[config.mk]
export PLATFORM = sky130hd
export DESIGN_NAME = sayeh_fetch_unit
export DESIGN_NICKNAME = d
export VERILOG_FILES = /design/src/rtl/sayeh_fetch_unit.sv
export SDC_FILE = /design/constraint.sdc
export NUM_CORES = 1
export LEC_CHECK = 0
export ABC_CLOCK_PERIOD_IN_PS = 1900
export CAP_MARGIN = 20
export CORE_AREA = 3 3 80 97
export DETAILED_ROUTE_END_ITERATION = 8
export DIE_AREA = 0 0 83 100
export PLACE_DENSITY = 0.76
export SLEW_MARGIN = 20
export SYNTH_ARGS = -nofsm -noshare
export SYNTH_HDL_FRONTEND = slang
export SYNTH_SLANG_ARGS = --single-unit
[constraint.sdc]
create_clock -name clk -period 1.9 [get_ports clk]
set_clock_uncertainty 0.1 [all_clocks]
set_input_delay 0.19 -clock clk [delete_from_list [all_inputs] [get_ports clk]]
set_output_delay 0.19 -clock clk [all_outputs]
set_load 0.01 [all_outputs]
[src/rtl/sayeh_fetch_unit.sv]
// SAYEH PC register and instruction-fetch stage: holds the PC loaded from the address
// logic and runs a read with instruction memory to fill the instruction register.
module sayeh_fetch_unit #(
   parameter logic [15:0] PC_RESET = 16'h0000,
   parameter int unsigned TIMEOUT  = 15,
   parameter logic [15:0] NOP_WORD = 16'h0000
) (
   input  logic        clk,
   input  logic        ExternalReset,
   input  logic [15:0] ALout,
   input  logic        EnablePC,
   input  logic        FetchReq,
   input  logic        MemReady,
   input  logic [15:0] MemData,
   output logic [15:0] PCout,
   output logic [15:0] MemAddr,
   output logic        MemReadReq,
   output logic [15:0] IRout,
   output logic        FetchDone,
   output logic        Busy,
   output logic        BusError,
   output logic [1:0]  dbg_state
);

   localparam logic [1:0] IDLE = 2'd0;
   localparam logic [1:0] WAIT = 2'd1;
   localparam logic [1:0] DONE = 2'd2;

   localparam logic [7:0] LAST_WAIT = 8'(TIMEOUT - 1);

   logic [1:0] state;
   logic [7:0] wait_cnt;
   logic       done_pend;

   // Memory handshake: MemReadReq rises with MemAddr valid and both stay stable until
   // the cycle MemReady is seen high (word taken from MemData) or the wait budget runs out.
   always_ff @(posedge clk or posedge ExternalReset) begin
      if (ExternalReset) begin
         state      <= IDLE;
         wait_cnt   <= 8'd0;
         done_pend  <= 1'b0;
         PCout      <= PC_RESET;
         MemAddr    <= 16'h0000;
         MemReadReq <= 1'b0;
         IRout      <= 16'h0000;
         FetchDone  <= 1'b0;
         BusError   <= 1'b0;
      end else begin
         FetchDone <= 1'b0;
         BusError  <= 1'b0;
         case (state)
            IDLE: begin
               if (EnablePC) PCout <= ALout;
               if (FetchReq) begin
                  MemAddr    <= EnablePC ? ALout : PCout;
                  MemReadReq <= 1'b1;
                  wait_cnt   <= 8'd0;
                  state      <= WAIT;
               end
            end
            WAIT: begin
               if (MemReady) begin
                  IRout      <= MemData;
                  MemReadReq <= 1'b0;
                  FetchDone  <= 1'b1;
                  state      <= DONE;
               end else if (wait_cnt == LAST_WAIT) begin
                  // Timeout: the error pulse leads, FetchDone follows one cycle later.
                  IRout      <= NOP_WORD;
                  MemReadReq <= 1'b0;
                  BusError   <= 1'b1;
                  done_pend  <= 1'b1;
                  state      <= DONE;
               end else begin
                  wait_cnt <= wait_cnt + 8'd1;
               end
            end
            DONE: begin
               if (done_pend) begin
                  FetchDone <= 1'b1;
                  done_pend <= 1'b0;
               end else begin
                  state <= IDLE;
               end
            end
            default: state <= IDLE;
         endcase
      end
   end

   assign Busy      = (state != IDLE);
   assign dbg_state = state;

endmodule

After elaboration in Yosys (flattened, before gate mapping)
Cells that the tools add are included.
{ "totals": {"input_bits": 37, "elab_cells": 55, "output_inout_bits": 54, "register_bits": 62} }
{ "classes": {"n_mux": 25, "addsub": 1, "reduce_logical": 11, "n_eq_ne": 9} }
{ "ops": {"columns": ["op", "n"], "rows": [
  ["2-to-1 mux 16 bit", 3],
  ["2-to-1 mux 8 bit", 3],
  ["case mux 8 bit (2 select lines)", 1],
  ["2-to-1 mux 1 bit", 10],
  ["!= test 2 bit, second input constant", 5],
  ["AND reduction 3 bit", 3],
  ["adder 8 x 1 -> 8 bit, second input constant", 1],
  ["== test 8 x 4 -> 1 bit, second input constant", 1],
  ["2-to-1 mux 2 bit", 4],
  ["nonzero test 2 bit", 4],
  ["case mux 1 bit (2 select lines)", 3],
  ["case mux 2 bit (3 select lines)", 1],
  ["AND reduction 2 bit", 2],
  ["AND reduction 4 bit", 1],
  ["!= test 3 bit, second input constant", 1],
  ["== test 2 x 1 -> 1 bit, second input constant", 1],
  ["== test 2 bit, second input constant", 1],
  ["logical NOT 2 bit", 1]
]} }

Longest topological paths before layout
Gate-level depths: netlist of run 1.
{ "logic_depth": {"word_depth": 4, "depth_mapped": 7, "ltp_nobuf": 6} }

Worst setup path before layout of run 1
Ideal clock, no wire load.
{ "synth_timing": {"kind": "register to register", "from": "reg state[1] (netlist: dbg_state[1])", "to": "reg wait_cnt[7]", "t_required_ns": 1.676, "arrival_ns": 1.596, "setup_slack_ns": 0.080, "path_stages_with_launch": 8, "n_path_buf": 1, "synth_period_minus_slack_ns": 1.820, "setup_ns": 0.124, "path_cell_list": "dfrtp_1 -> inv_1 -> ha_1 -> buf_6 -> nand2_1 -> o211ai_2 -> or2_4 -> a211o_1"} }
{ "synth_between": {"elab_chain_len": 3, "elab_cells_between_ends": 8, "classes_between": "4 x eq/ne; 1 x mux; 3 x reduce/logical"} }
{ "synth_rtl": {"columns": ["item", "line", "source"], "rows": [
  ["start: declaration", "31", "logic [1:0] state;"],
  ["start signal: assignment", "39", "state <= IDLE;"],
  ["start signal: assignment", "58", "state <= WAIT;"],
  ["start signal: assignment", "66", "state <= DONE;"],
  ["== test 2 x 1 -> 1 bit or logical NOT 2 bit (tied branches)", "51", "case (state)"],
  ["!= test 2 bit (no line) or nonzero test 2 bit (tied branches)", null, null],
  ["AND reduction 4 bit (no line)", null, null],
  ["end signal: assignment", "75", "wait_cnt <= wait_cnt + 8'd1;"],
  ["end: declaration", "32", "logic [7:0] wait_cnt;"]
]} }
Parallel ways exist; a longest one is shown, timed or not.
A chain may end at the register's enable or synchronous reset.

Worst setup path in the final report of run 1
{ "layout_timing": {"from": "reg state[1] (netlist: dbg_state[1])", "to": "reg wait_cnt[6]"} }
Same word-level chain as after synthesis.

==> run_results.csv, run 1 <==
group,metric,value,unit
detailed_routing,antenna_left,0,
floorplanning,die_area,0.00830,sq mm
grt,antenna_found_initial,0,
yosys,yosys_warnings,0,
yosys,postSynthRegisterBits,62,
detailed_routing,route.vias.total,2128,
setup_path,cp-start-kind,"flip-flop",
timing,max_freq,0.571,GHz
power_and_ir_drop,leakage,1.77,nW
floorplanning,die_w,83,um
power_and_ir_drop,combPwrFrac,46.4,%
yosys,syn_area,0.00277,sq mm
hold_path,hp-class,"input pin to asynchronous set/reset pin",
setup_path,cp_common_cell,"inv_1",
floorplanning,io_pins,91,
detailed_routing,vias_per_cell,5.09,
floorplanning,rows,33,
floorplanning,start_util,40.4,%
setup_path,arrival,1.91,ns
outcome,status,"finished clean",
clock_network,cts_tree,"done",
detailed_routing,drtIter0Drc,79,
setup_path,critPathSlowestCell,"or4_1",
layout,multi_input_area,0.00113,sq mm
yosys,ys_types,41,
timing,slew_violations,0,
power_and_ir_drop,clock_power_share,18.0,%
setup_path,path_class,"flip-flop to flip-flop",
power_and_ir_drop,p_int,0.00422,W
placed_design,dp_hpwl,4.59,mm
timing,hold_viol,0,
layout,layout.nets,368,
clock_network,clk_latency,0.33,ns
timing,final.period_utilization,92.2,%
grt,grt_max_degree,63,
job,max_cap_viol_count,0,
yosys,synth_area_per_cell,12.4,sq um
clock_network,cts_root_buf,"clkbuf_8",
grt,grt_first_pass_wirelength,10.4,mm
grt,grt_overflow_total,0,
placed_design,placed_area,0.00385,sq mm
setup_path,critPathMaxFanout,6,
detailed_routing,wl_per_cell,15.0,um
layout,mostFrequentLayoutCells,"clkdlybuf4s50_1, dfrtp_1, mux2i_1",
setup_path,required,2.06,ns
floorplanning,fp.coreArea,0.00685,sq mm
setup_path,crit_chain,"inv_1 -> ha_2 -> inv_1 -> or4_1 -> o211ai_1",
timing,finalSetupViolations,0,
clock_network,cts_sinks,62,
clock_network,htree_levels,3,
timing,worst_slew_pin_slew,0.316,ns
grt,grtUsageTotal,15.6,%
clock_network,cts_buffers,9,
timing,rsz0062_at_grt,"no",
layout,seq_area,0.00155,sq mm
layout,num_antenna_cells,0,
detailed_routing,wirelength,6.28,mm
power_and_ir_drop,ir_worst_vdd,0.667,mV
power_and_ir_drop,netSwitchingPower,0.00213,W
placed_design,numPortBuffers,90,
power_and_ir_drop,switching_share,33.5,%
clock_network,ctsHoldBuffers,0,
yosys,synth_seq_area_share,56.0,%
timing,setup_tns,0,ns
layout,drive_above_1_share,19.6,%
placed_design,gp_congestion,0.844,
detailed_routing,firstDrtPassIters,4,
timing,finalCriticalPeriod,1.75,ns
layout,layout_commonest_cell,"clkdlybuf4s50_1",
layout,area_growth,46.8,%
yosys,syn_nets,265,
setup_path,cpPeakStageDelay,0.54,ns
yosys,syn_inst,223,
detailed_routing,drc_errors,0,
power_and_ir_drop,pwr-share-seq,35.5,%
setup_path,worstSetupEndpointType,"flip-flop",
floorplanning,die_h,100,um
layout,final_design_area_no_fill,0.00407,sq mm
layout,final.fill_count,583,
grt,first_global_vias,2245,
power_and_ir_drop,power.density,1560,mW/mm^2
timing,max_slew_margin,79.0,%
clock_network,cts.clk_slew.worst_paths,0.08,ns
clock_network,clockBufferDepth,2,
layer usage:
layer	vias to the layer above	routed length, um	GRT usage, %
li1	1021	-	-
met1	1035	2770	19.1
met2	66	3130	26.0
met3	6	289	4.93
met4	0	91	5.41
met5	-	0	0
through the flow:
stage / hold slack [ns] / cells / setup slack (ns) / utilization (%) / power, W
global placement: 0.389 / 401 / 0.0988 / 56.2 / 0.00516
global route: 0.146 / 418 / 0.0269 / 59.3 / 0.00673
detailed placement: 0.391 / 401 / 0.0460 / 56.2 / 0.00524
finish: 0.124 / 418 / 0.148 / 59.3 / 0.00635
floorplan: 0.163 / 223 / 0.0686 / - / 0.00366
CTS: 0.134 / 417 / 0.0357 / 59.1 / 0.00640
flip-flops by register name (all words and copies together) (netlist names):
register,cells
wait_cnt,8
MemAddr,16
dbg_state,2
IRout,16
MemReadReq,1
BusError,1
PCout,16
done_pend,1
FetchDone,1
path summary, 6_finish.rpt:
check	slack (ns)	depth (start not counted)	endpoint	start
worst max register to register	0.15	5	wait_cnt[6]$_DFFE_PP0P_	dbg_state[1]$_DFFE_PP0P_
worst min-delay path	0.12	3	PCout[5]$_DFFE_PP0P_	ExternalReset
worst max-delay path	0.15	5	wait_cnt[6]$_DFFE_PP0P_	dbg_state[1]$_DFFE_PP0P_
worst min register to register	0.41	1	IRout[2]$_DFFE_PP0P_	IRout[2]$_DFFE_PP0P_
max in group asynchronous	1.31	3	PCout[13]$_DFFE_PP0P_	ExternalReset
min in group clk	0.35	2	IRout[6]$_DFFE_PP0P_	MemData[6]
kinds of logic after synthesis:
kind of cell | Yosys count | synth area share [%]
compound gates | 56 | 14.9
fa+ha+maj | 5 | 2.26
mux | 35 | 13.4
simple gates | 47 | 10.2
buf+inv | 18 | 3.25
flops | 62 | 56.0
synth_stat cells, drive strengths merged:
library cell | number | area, sq um
nand2b | 5 | 31.3
nor2 | 18 | 75.1
a211o | 1 | 8.76
nand4b | 1 | 23.8
o31ai | 5 | 37.5
o21ai | 7 | 50.1
buf | 6 | 45.0
and3 | 1 | 6.26
a21oi | 17 | 85.1
o2bb2ai | 3 | 26.3
and4 | 1 | 8.76
nand4 | 1 | 6.26
o211ai | 3 | 27.5
o311ai | 1 | 8.76
and2 | 3 | 18.8
inv | 7 | 26.3
nor4 | 2 | 12.5
a21boi | 1 | 7.51
or3 | 1 | 11.3
nand2 | 5 | 18.8
nand3 | 4 | 20.0
nor3 | 2 | 26.3
a22o | 16 | 149
mux2i | 19 | 190
a31oi | 2 | 12.5
or2 | 1 | 8.76
mux2 | 16 | 180
nor2b | 1 | 6.26
dfrtp | 62 | 1550
ha | 5 | 62.6
clkbuf | 5 | 18.8
or4 | 1 | 7.51
power groups by stage:
| stage | Clock [W] | Combinational (W) | Sequential (W) |
|---|---|---|---|
| after CTS | 0.00117 | 0.00297 | 0.00226 |
| after floorplan | 0 | 0.00117 | 0.00249 |
| final | 0.00114 | 0.00295 | 0.00226 |
| after detailed placement | 0 | 0.00298 | 0.00227 |
| after global routing | 0.00125 | 0.00315 | 0.00233 |
| after global placement | 0 | 0.00291 | 0.00225 |
area by class of cell:
cell class / count / area share [%]
Clock buffer: 9 / 3.05
Multi-Input combinational cell: 143 / 27.9
Tap cell: 87 / 2.68
Inverter: 7 / 0.646
Timing Repair Buffer: 103 / 25.8
Clock inverter: 7 / 1.82
Sequential cell: 62 / 38.2
critical path: cells and delay by family (launching register included):
family | cells | cell delay, ns
flops | 1 | 0.39
compound gates | 1 | 0.16
simple gates | 1 | 0.54
buf+inv | 2 | 0.23
fa+ha+maj | 1 | 0.25
timing repair:
item | CTS | global route
buffers inserted | 0 | 1
setup endpoints to repair | 1 | 23
resized for setup | 1 | 3
Power figures use the tool's default switching activity.
==> inputs of run 2 (changes only) <==
Settings changed: CAP_MARGIN 20 to unset.
==> results of run 2 <==
The final DEF is identical to that of run 1; final timing and power are the same.
==> inputs of run 3 (changes only) <==
Settings changed: MAX_ROUTING_LAYER set to met4.
==> run 3 against run 2 <==
Design area is the same. Core utilization unchanged. Fmax barely moved. Die area unchanged. Combinational power barely moved. Highest routed layer unchanged. Non-clock buffer count unchanged. Worst setup slack lost 0.00093 ns. Worst hold slack gained 0.00054 ns. Flip-flop and latch count did not move. Total power is essentially flat. Register-to-register slack is essentially flat. Largest cell class unchanged.
==> run_results.csv, run 3 (synthesis gave the netlist of run 1 again) <==
group,metric,value,unit
detailed_routing,drtIter0Drc,105,
setup_path,cpPeakStageDelay,0.54,ns
clock_network,ctsHoldBuffers,0,
clock_network,cts_tree,"done",
job,max_cap_viol_count,0,
setup_path,path_buf_inv,2,
setup_path,required,2.06,ns
layout,layout_commonest_cell,"clkdlybuf4s50_1",
floorplanning,start_util,40.4,%
setup_path,critPathMaxFanout,6,
layout,post-route-util,59.3,%
setup_path,crit_chain,"inv_1 -> ha_2 -> inv_1 -> or4_1 -> o211ai_1",
setup_path,arrival,1.91,ns
setup_path,cp_common_cell,"inv_1",
layout,multi_input_area,0.00113,sq mm
timing,final.period_utilization,92.3,%
clock_network,cts_sinks,62,
detailed_routing,drc_errors,0,
clock_network,cts_root_buf,"clkbuf_8",
timing,rsz0062_at_grt,"no",
floorplanning,fp.coreArea,0.00685,sq mm
placed_design,numPortBuffers,90,
layout,top_regs,"IRout: 16 flops, MemAddr: 16 flops, PCout: 16 flops",
setup_path,critPathSlowestCell,"or4_1",
clock_network,htree_levels,3,
timing,finalCriticalPeriod,1.75,ns
layout,num_antenna_cells,0,
timing,slew_violations,0,
placed_design,dp_hpwl,4.59,mm
grt,first_global_vias,2242,
placed_design,gp_congestion,0.857,
timing,hold_viol,0,
layout,layout.nets,368,
grt,grt_max_degree,63,
layout,final.fill_count,583,
setup_path,path_class,"flip-flop to flip-flop",
power_and_ir_drop,power.density,1560,mW/mm^2
grt,grt_overflow_total,0,
clock_network,clockBufferDepth,2,
detailed_routing,wirelength,6.31,mm
grt,grt_first_pass_wirelength,10.4,mm
floorplanning,die_w,83,um
layout,seq_area,0.00155,sq mm
timing,setup_tns,0,ns
layout,drive_above_1_share,19.6,%
timing,max_slew_margin,78.9,%
floorplanning,io_pins,91,
clock_network,cts.clk_slew.worst_paths,0.08,ns
clock_network,clk_latency,0.33,ns
setup_path,worstSetupEndpointType,"flip-flop",
layout,area_growth,46.8,%
timing,max_freq,0.570,GHz
grt,antenna_found_initial,0,
floorplanning,die_area,0.00830,sq mm
power_and_ir_drop,leakage,1.77,nW
timing,finalSetupViolations,0,
detailed_routing,wl_per_cell,15.1,um
detailed_routing,antenna_left,0,
outcome,status,"finished clean",
hold_path,hp-class,"input pin to asynchronous set/reset pin",
grt,grtUsageTotal,16.1,%
floorplanning,die_h,100,um
setup_path,cp-start-kind,"flip-flop",
clock_network,cts_buffers,9,
setup_path,cp_top_family,"simple AND/OR/NAND/NOR gates",
timing,worst_slew_pin_slew,0.317,ns
power_and_ir_drop,ir_worst_vdd,0.667,mV
floorplanning,rows,33,
layout,mostFrequentLayoutCells,"clkdlybuf4s50_1, dfrtp_1, mux2i_1",
detailed_routing,firstDrtPassIters,4,
detailed_routing,vias_per_cell,5.09,
detailed_routing,route.vias.total,2127,
==> run 3: cell counts in the layout (fill, tap and decap cells not counted) <==
No cell type changed its count.
==> run 3: layout make-up <==
type | instances | area share, %
clock buffers | 9 | 3.05
inverters | 7 | 0.646
repair buffers | 103 | 25.8
flip-flops and latches | 62 | 38.2
clock inverters | 7 | 1.82
well taps | 87 | 2.68
multi-input cells | 143 | 27.9
==> run 3: final timing paths <==
path | from | endpoint | slack [ns] | cells past startpoint
setup / recovery | dbg_state[1]$_DFFE_PP0P_ | wait_cnt[6]$_DFFE_PP0P_ | 0.15 | 5
hold / removal | ExternalReset | PCout[5]$_DFFE_PP0P_ | 0.12 | 3
setup reg to reg | dbg_state[1]$_DFFE_PP0P_ | wait_cnt[6]$_DFFE_PP0P_ | 0.15 | 5
hold reg to reg | IRout[2]$_DFFE_PP0P_ | IRout[2]$_DFFE_PP0P_ | 0.41 | 1
max in group asynchronous | ExternalReset | PCout[13]$_DFFE_PP0P_ | 1.31 | 3
min in group clk | MemData[6] | IRout[6]$_DFFE_PP0P_ | 0.35 | 2
==> run 3: layer usage <==
layer  up-vias  wire [um]  GRT usage [%]
met5         -          0              -
met3         6        292           4.93
met4         0         91           5.41
met2        67       3140           26.0
li1       1020          -              -
met1      1034       2800           19.3
==> run 3: power by group <==
group | internal (W) | total [W] | switching [W] | leakage, nW
logic | 0.00172 | 0.00295 | 0.00122 | 0.923
clock network | 0.000609 | 0.00114 | 0.000533 | 0.0996
registers | 0.00189 | 0.00226 | 0.000370 | 0.751
total | 0.00422 | 0.00635 | 0.00213 | 1.77
==> run 3: timing repair <==
item / in CTS / in global routing
setup endpoints to repair: 1 / 23
resized for setup: 1 / 3
endpoints found under the hold margin: 0 / 0
cloned: 0 / 0
buffers inserted: 0 / 1
==> run 3: stage by stage <==
stage | cell area (sq um) | std cells | worst slack [ns] | power, W | hold slack, ns
after global placement | 3850 | 401 | 0.0988 | 0.00516 | 0.389
after detailed placement | 3850 | 401 | 0.0460 | 0.00524 | 0.391
after CTS | 4050 | 417 | 0.0357 | 0.00640 | 0.134
final | 4070 | 418 | 0.147 | 0.00635 | 0.125
after floorplan | 2770 | 223 | 0.0686 | 0.00366 | 0.163
after global routing | 4070 | 418 | 0.0269 | 0.00673 | 0.138
==> run 3: worst register-to-register path, delay by kind of cell, from the launching register on <==
family	cells	cell delay, ns
AO/OA/AOI/OAI	1	0.16
adder cells (fa/ha/maj)	1	0.25
buffers and inverters	2	0.23
flip-flops	1	0.39
AND/OR/NAND/NOR	1	0.54
